$ cat src/rtl/pwm_driver_if.sv
// Sample bus from the waveform combiner into the PWM output stage.
// The combiner drives a one-cycle ready strobe alongside each combined sample.
interface pwm_driver_if #(
  parameter int WIDTH = 9
) ();
  logic             ready;
  logic [WIDTH-1:0] sample;

  modport master (output ready, output sample);
  modport slave  (input  ready, input  sample);
endinterface

$ cat src/rtl/pwm_driver.sv
// Audio PWM output stage: double-buffers combiner samples and emits a
// period-aligned, flop-driven PWM bit with period-start and sticky debug flags.
module pwm_driver #(
  parameter int WIDTH  = 9,
  parameter int PERIOD = 511
) (
  input  logic        clk,
  input  logic        n_rst,
  input  logic        en,
  pwm_driver_if.slave smp,
  input  logic        clr_flags,
  output logic        pwm_out,
  output logic        period_start,
  output logic        underrun,
  output logic        overrun
);

  localparam logic [WIDTH-1:0] PERIOD_W = WIDTH'(PERIOD);
  localparam logic [WIDTH-1:0] LAST_CNT = WIDTH'(PERIOD - 1);

  typedef enum logic [1:0] {IDLE, RUN, DRAIN} state_t;

  state_t           state_reg, state_next;
  logic [WIDTH-1:0] counter_reg, counter_next;
  logic [WIDTH-1:0] duty_reg, duty_next;
  logic [WIDTH-1:0] pending_reg, pending_next;
  logic             pend_valid_reg, pend_valid_next;
  logic             underrun_next, overrun_next;
  logic             pwm_next, period_start_next;
  logic             boundary, consume, underrun_set, overrun_set;
  logic             wrap;
  logic [WIDTH-1:0] sample_sat;

  // Oversized samples clamp to full scale instead of wrapping.
  assign sample_sat = (smp.sample > PERIOD_W) ? PERIOD_W : smp.sample;
  assign wrap       = (counter_reg == LAST_CNT);

  always_ff @(posedge clk or negedge n_rst) begin
    if (!n_rst) begin
      state_reg      <= IDLE;
      counter_reg    <= '0;
      duty_reg       <= '0;
      pending_reg    <= '0;
      pend_valid_reg <= 1'b0;
      pwm_out        <= 1'b0;
      period_start   <= 1'b0;
      underrun       <= 1'b0;
      overrun        <= 1'b0;
    end else begin
      state_reg      <= state_next;
      counter_reg    <= counter_next;
      duty_reg       <= duty_next;
      pending_reg    <= pending_next;
      pend_valid_reg <= pend_valid_next;
      pwm_out        <= pwm_next;
      period_start   <= period_start_next;
      underrun       <= underrun_next;
      overrun        <= overrun_next;
    end
  end

  always_comb begin
    state_next   = state_reg;
    counter_next = counter_reg;
    boundary     = 1'b0;
    underrun_set = 1'b0;

    case (state_reg)
      IDLE: begin
        counter_next = '0;
        if (en) begin
          state_next = RUN;
          boundary   = 1'b1;
        end
      end
      RUN: begin
        if (wrap) begin
          counter_next = '0;
          if (en) begin
            boundary     = 1'b1;
            underrun_set = ~pend_valid_reg;
          end else begin
            state_next = DRAIN;
          end
        end else begin
          counter_next = counter_reg + WIDTH'(1);
        end
      end
      DRAIN: begin
        counter_next = '0;
        state_next   = IDLE;
      end
      default: begin
        counter_next = '0;
        state_next   = IDLE;
      end
    endcase

    // A boundary consumes the pending sample; a same-cycle strobe refills it.
    consume         = boundary & pend_valid_reg;
    duty_next       = consume ? pending_reg : duty_reg;
    pending_next    = smp.ready ? sample_sat : pending_reg;
    pend_valid_next = smp.ready | (pend_valid_reg & ~consume);
    overrun_set     = smp.ready & pend_valid_reg & ~consume;

    underrun_next = underrun_set | (underrun & ~clr_flags);
    overrun_next  = overrun_set  | (overrun  & ~clr_flags);

    // Outputs are computed from next-state values so the flops align with the counter.
    pwm_next          = (state_next == RUN) && (counter_next < duty_next);
    period_start_next = (state_next == RUN) && (counter_next == '0);
  end

endmodule

$ cat src/flat_wrapper.sv
// flat-port wrapper written by rule: the top's interface ports become plain ports
module pwm_driver_flat 
#(
  parameter int WIDTH  = 9,
  parameter int PERIOD = 511
)
  (clk, n_rst, en, clr_flags, pwm_out, period_start, underrun, overrun, smp_ready, smp_sample);
  pwm_driver_if #(.WIDTH(WIDTH)) smp_i ();
  input  logic clk;
  input  logic n_rst;
  input  logic en;
  input  logic clr_flags;
  output logic pwm_out;
  output logic period_start;
  output logic underrun;
  output logic overrun;
  input wire logic [$bits(smp_i.ready)-1:0] smp_ready;
  input wire logic [$bits(smp_i.sample)-1:0] smp_sample;
  assign smp_i.ready = smp_ready;
  assign smp_i.sample = smp_sample;
  pwm_driver #(.WIDTH(WIDTH), .PERIOD(PERIOD)) u_core (.clk(clk), .n_rst(n_rst), .en(en), .smp(smp_i), .clr_flags(clr_flags), .pwm_out(pwm_out), .period_start(period_start), .underrun(underrun), .overrun(overrun));
endmodule
$ cat config.mk
export PLATFORM = sky130hd
export DESIGN_NAME = pwm_driver_flat
export DESIGN_NICKNAME = d
export VERILOG_FILES = /design/src/rtl/pwm_driver_if.sv /design/src/rtl/pwm_driver.sv /design/src/flat_wrapper.sv
export SDC_FILE = /design/constraint.sdc
export NUM_CORES = 1
export LEC_CHECK = 0
export BUFFER_PORTS_ARGS = -buffer_cell sky130_fd_sc_hd__buf_2
export CAP_MARGIN = 0
export CELL_PAD_IN_SITES_DETAIL_PLACEMENT = 1
export CELL_PAD_IN_SITES_GLOBAL_PLACEMENT = 2
export CORE_AREA = 2 2 73 75
export DETAILED_ROUTE_END_ITERATION = 8
export DIE_AREA = 0 0 75 77
export PLACE_DENSITY = 0.73
export SLEW_MARGIN = 20
export SYNTH_ARGS = -nofsm -noshare
export SYNTH_HDL_FRONTEND = slang
export SYNTH_SLANG_ARGS = --single-unit
$ cat constraint.sdc
create_clock -name clk -period 2.29 [get_ports clk]
set_clock_uncertainty 0.05 [all_clocks]
set_input_delay 0.687 -clock clk [delete_from_list [all_inputs] [get_ports clk]]
set_output_delay 0.687 -clock clk [all_outputs]
set_load 0.01 [all_outputs]
==> results.py <==
metrics = {
    "timing": {
        "hold_slack_ns": 0.419,
        "setup_ws_ns": -0.207,
        "setup_violations": 1,
        "hold_viol": 0,
        "rsz0062_at_grt": "yes",
        "tightestPinTransition_ns": 0.755,
        "fin_crit_sh": 1.09,
        "drv_slew": 0,
        "fin_crit_ns": 2.50,
        "slew_headroom": 0.496,
        "fmax_mhz": 400,
    },
    "clock_tree": {
        "htree_levels": 2,
        "clock_sinks": 34,
        "path_clk_slew_ns": 0.06,
        "cts_buffers": 5,
        "cts-root-buf": "clkbuf_8",
        "clk_latency_ns": 0.28,
        "cts_buffer_depth": 2,
        "cts_tree": "yes",
        "cts_hold_buf": 0,
    },
    "place": {
        "portBuffers": 17,
        "hpwl_um": 3040,
        "place.gp.congestion": 0.724,
        "dp_slack_ns": -0.353,
    },
    "worst_setup_path": {
        "cp.arrival_ns": 2.62,
        "required_ns": 2.42,
        "slowest_delay_ns": 0.37,
        "critPathKind": "flip-flop to flip-flop",
        "critPathTopFamily": "compound AO/OA/AOI/OAI gates",
        "path_cells": "inv_1, ha_2, nand4_4, o21ai_2, nand3_2, buf_8, buf_4, mux2i_2, ha_2, a21o_1, a21o_1, a21oi_2, nor2_1, a2111oi_2",
        "end_kind": "flip-flop",
        "reg2reg_depth": 14,
        "critPathMaxFanout": 7,
        "crit_path_top_delay_cell": "dfrtp_1",
        "cp.depth": 14,
        "start_kind": "flip-flop",
        "path_buf_inv": 3,
    },
    "yosys": {
        "synth_edf_count": 0,
        "postSynthAreaPerCell_sq_um": 11.7,
        "ys_types": 39,
        "ys_ff_latch": 34,
        "synthArstFlopShare": 1.00,
        "yosysSeqAreaShare": 0.496,
        "synthesis.nets": 171,
        "synth_ff_type": "dfrtp_1",
        "syn_inst": 147,
        "netlist_area_sq_mm": 0.00171,
        "ys_warn_count": 0,
    },
    "die": {
        "die_x_um": 75,
        "initial_core_util": 0.344,
        "num_io_pins": 18,
        "coreArea_sq_mm": 0.00498,
        "row_count": 26,
        "die_y_um": 77,
        "dieArea_sq_mm": 0.00578,
    },
    "layout": {
        "areaGrowthSynthToFinish_pct": 30.8,
        "final_layout_size_suffix_gt1_frac": 0.431,
        "final_nets": 220,
        "antenna_cells": 0,
    },
    "detailed_routing": {
        "drc": 0,
        "vias": 1257,
        "firstDrtPassIters": 4,
        "wl_um": 3940,
        "wire_per_inst_um": 14.9,
        "vias_per_cell": 4.74,
        "antenna_left": 0,
        "drt_iter0_markers": 20,
    },
    "outcome": {
        "status": "finished, violations left",
        "violations": "negative setup slack",
    },
    "power": {
        "powerDensity_mw_per_mm2": 493,
        "vdd_drop_max_mv": 0.384,
        "p_leak_nw": 1.11,
    },
    "global_routing": {
        "grt_usage": 0.159,
        "grt_pass1_vias": 1446,
        "grt_pass1_wl_um": 6810,
        "grt_antenna_before_repair": 0,
        "gr-total-overflow": 0,
        "grt_max_degree": 35,
    },
    "worst_hold_path": {
        "hold_class": "primary input to async pin",
    },
    "flow_run": {
        "max_cap_viol_count": 0,
    },
}
-- per-stage QoR --
step	instance area [sq um]	utilization	cells	total power [mW]	TNS [ns]
floorplan	1730	-	147	0.658	-0.123
global placement	2070	0.415	256	0.686	-0.252
detailed placement	2070	0.415	256	0.689	-0.353
CTS	2190	0.440	265	1.12	-0.217
global route	2240	0.450	265	1.15	-0.386
finish	2240	0.450	265	1.11	-0.207
-- Yosys cell counts, types with 2 or more instances --
cell type | instances | area [sq um]
o21ai_0 | 3 | 15.0
mux2_2 | 9 | 101
a21o_1 | 3 | 22.5
inv_1 | 12 | 45.0
a21oi_1 | 3 | 15.0
a31oi_1 | 2 | 12.5
nand4_1 | 3 | 18.8
nor3_1 | 2 | 10.0
buf_6 | 3 | 33.8
mux2i_1 | 9 | 90.1
nand2_1 | 5 | 18.8
nor2b_1 | 2 | 12.5
ha_1 | 10 | 125
nor2_1 | 11 | 41.3
o21ai_2 | 2 | 17.5
nand3_1 | 6 | 30.0
xor2_1 | 4 | 35.0
dfrtp_1 | 34 | 851
xnor2_1 | 4 | 35.0
-- path summary, 6_finish.rpt --
check,slack [ns],endpoint,from
worst max-delay path,-0.21,u_core.pwm_out$_DFF_PN0_,u_core.counter_reg[0]$_DFF_PN0_
worst min-delay path,0.42,u_core.pending_reg[3]$_DFFE_PN0P_,n_rst
worst max register to register,-0.21,u_core.pwm_out$_DFF_PN0_,u_core.counter_reg[0]$_DFF_PN0_
worst min register to register,0.46,u_core.pending_reg[8]$_DFFE_PN0P_,u_core.pending_reg[8]$_DFFE_PN0P_
max in group asynchronous,1.29,u_core.overrun$_DFF_PN0_,n_rst
min in group clk,0.46,u_core.pending_reg[8]$_DFFE_PN0P_,u_core.pending_reg[8]$_DFFE_PN0P_
-- report_power, final --
part / leakage, nW / internal [mW] / switching [mW]
sequential: 0.426 / 0.618 / 0.0111
clock: 0.0431 / 0.231 / 0.196
combinational: 0.639 / 0.0250 / 0.0240
-- cells by family after synthesis --
family	share of synthesized area
multiplexers	0.120
flip-flops	0.496
adder cells (fa/ha/maj)	0.0730
buffers and inverters	0.0591
AND/OR/NAND/NOR	0.131
XOR/XNOR	0.0409
AO/OA/AOI/OAI	0.0796
-- cell usage in the layout, fill, tap and decap left out, types with 3 or more instances in the layout --
cell / netlist / routed
dfrtp_1: 34 / 34
buf_4: 0 / 29
buf_2: 1 / 17
inv_1: 12 / 12
nor2_1: 11 / 10
mux2_2: 9 / 9
mux2i_1: 9 / 6
clkbuf_8: 1 / 6
nand3_1: 6 / 5
nand2_1: 5 / 5
ha_1: 10 / 5
xnor2_1: 4 / 4
ha_2: 0 / 4
xor2_1: 4 / 3
nand4_1: 3 / 3
a21o_1: 3 / 3
-- cell type report --
type | count | area [sq um]
Clock buffer | 6 | 82.6
Fill cell | 565 | 2740
Inverter | 12 | 45.0
Multi-Input combinational cell | 95 | 838
Sequential cell | 34 | 851
Tap cell | 70 | 87.6
Timing Repair Buffer | 48 | 338
-- routing by layer --
metal  global-route usage  part of all wire  vias up
met4               0.0589             0.017        0
met1                0.198              0.43      623
met2                0.260              0.52       16
met3               0.0407             0.030        7
met5                    0                 0        -
li1                     -                 -      611
-- timing repair --
action / CTS / global route
pin swaps: 6 / 3
setup buffers: 3 / 0
gates resized for setup: 6 / 10
endpoints found under the hold margin: 0 / 0
setup endpoints to repair: 1 / 1
cloned: 0 / 0
(Power assumes the default switching activity.)
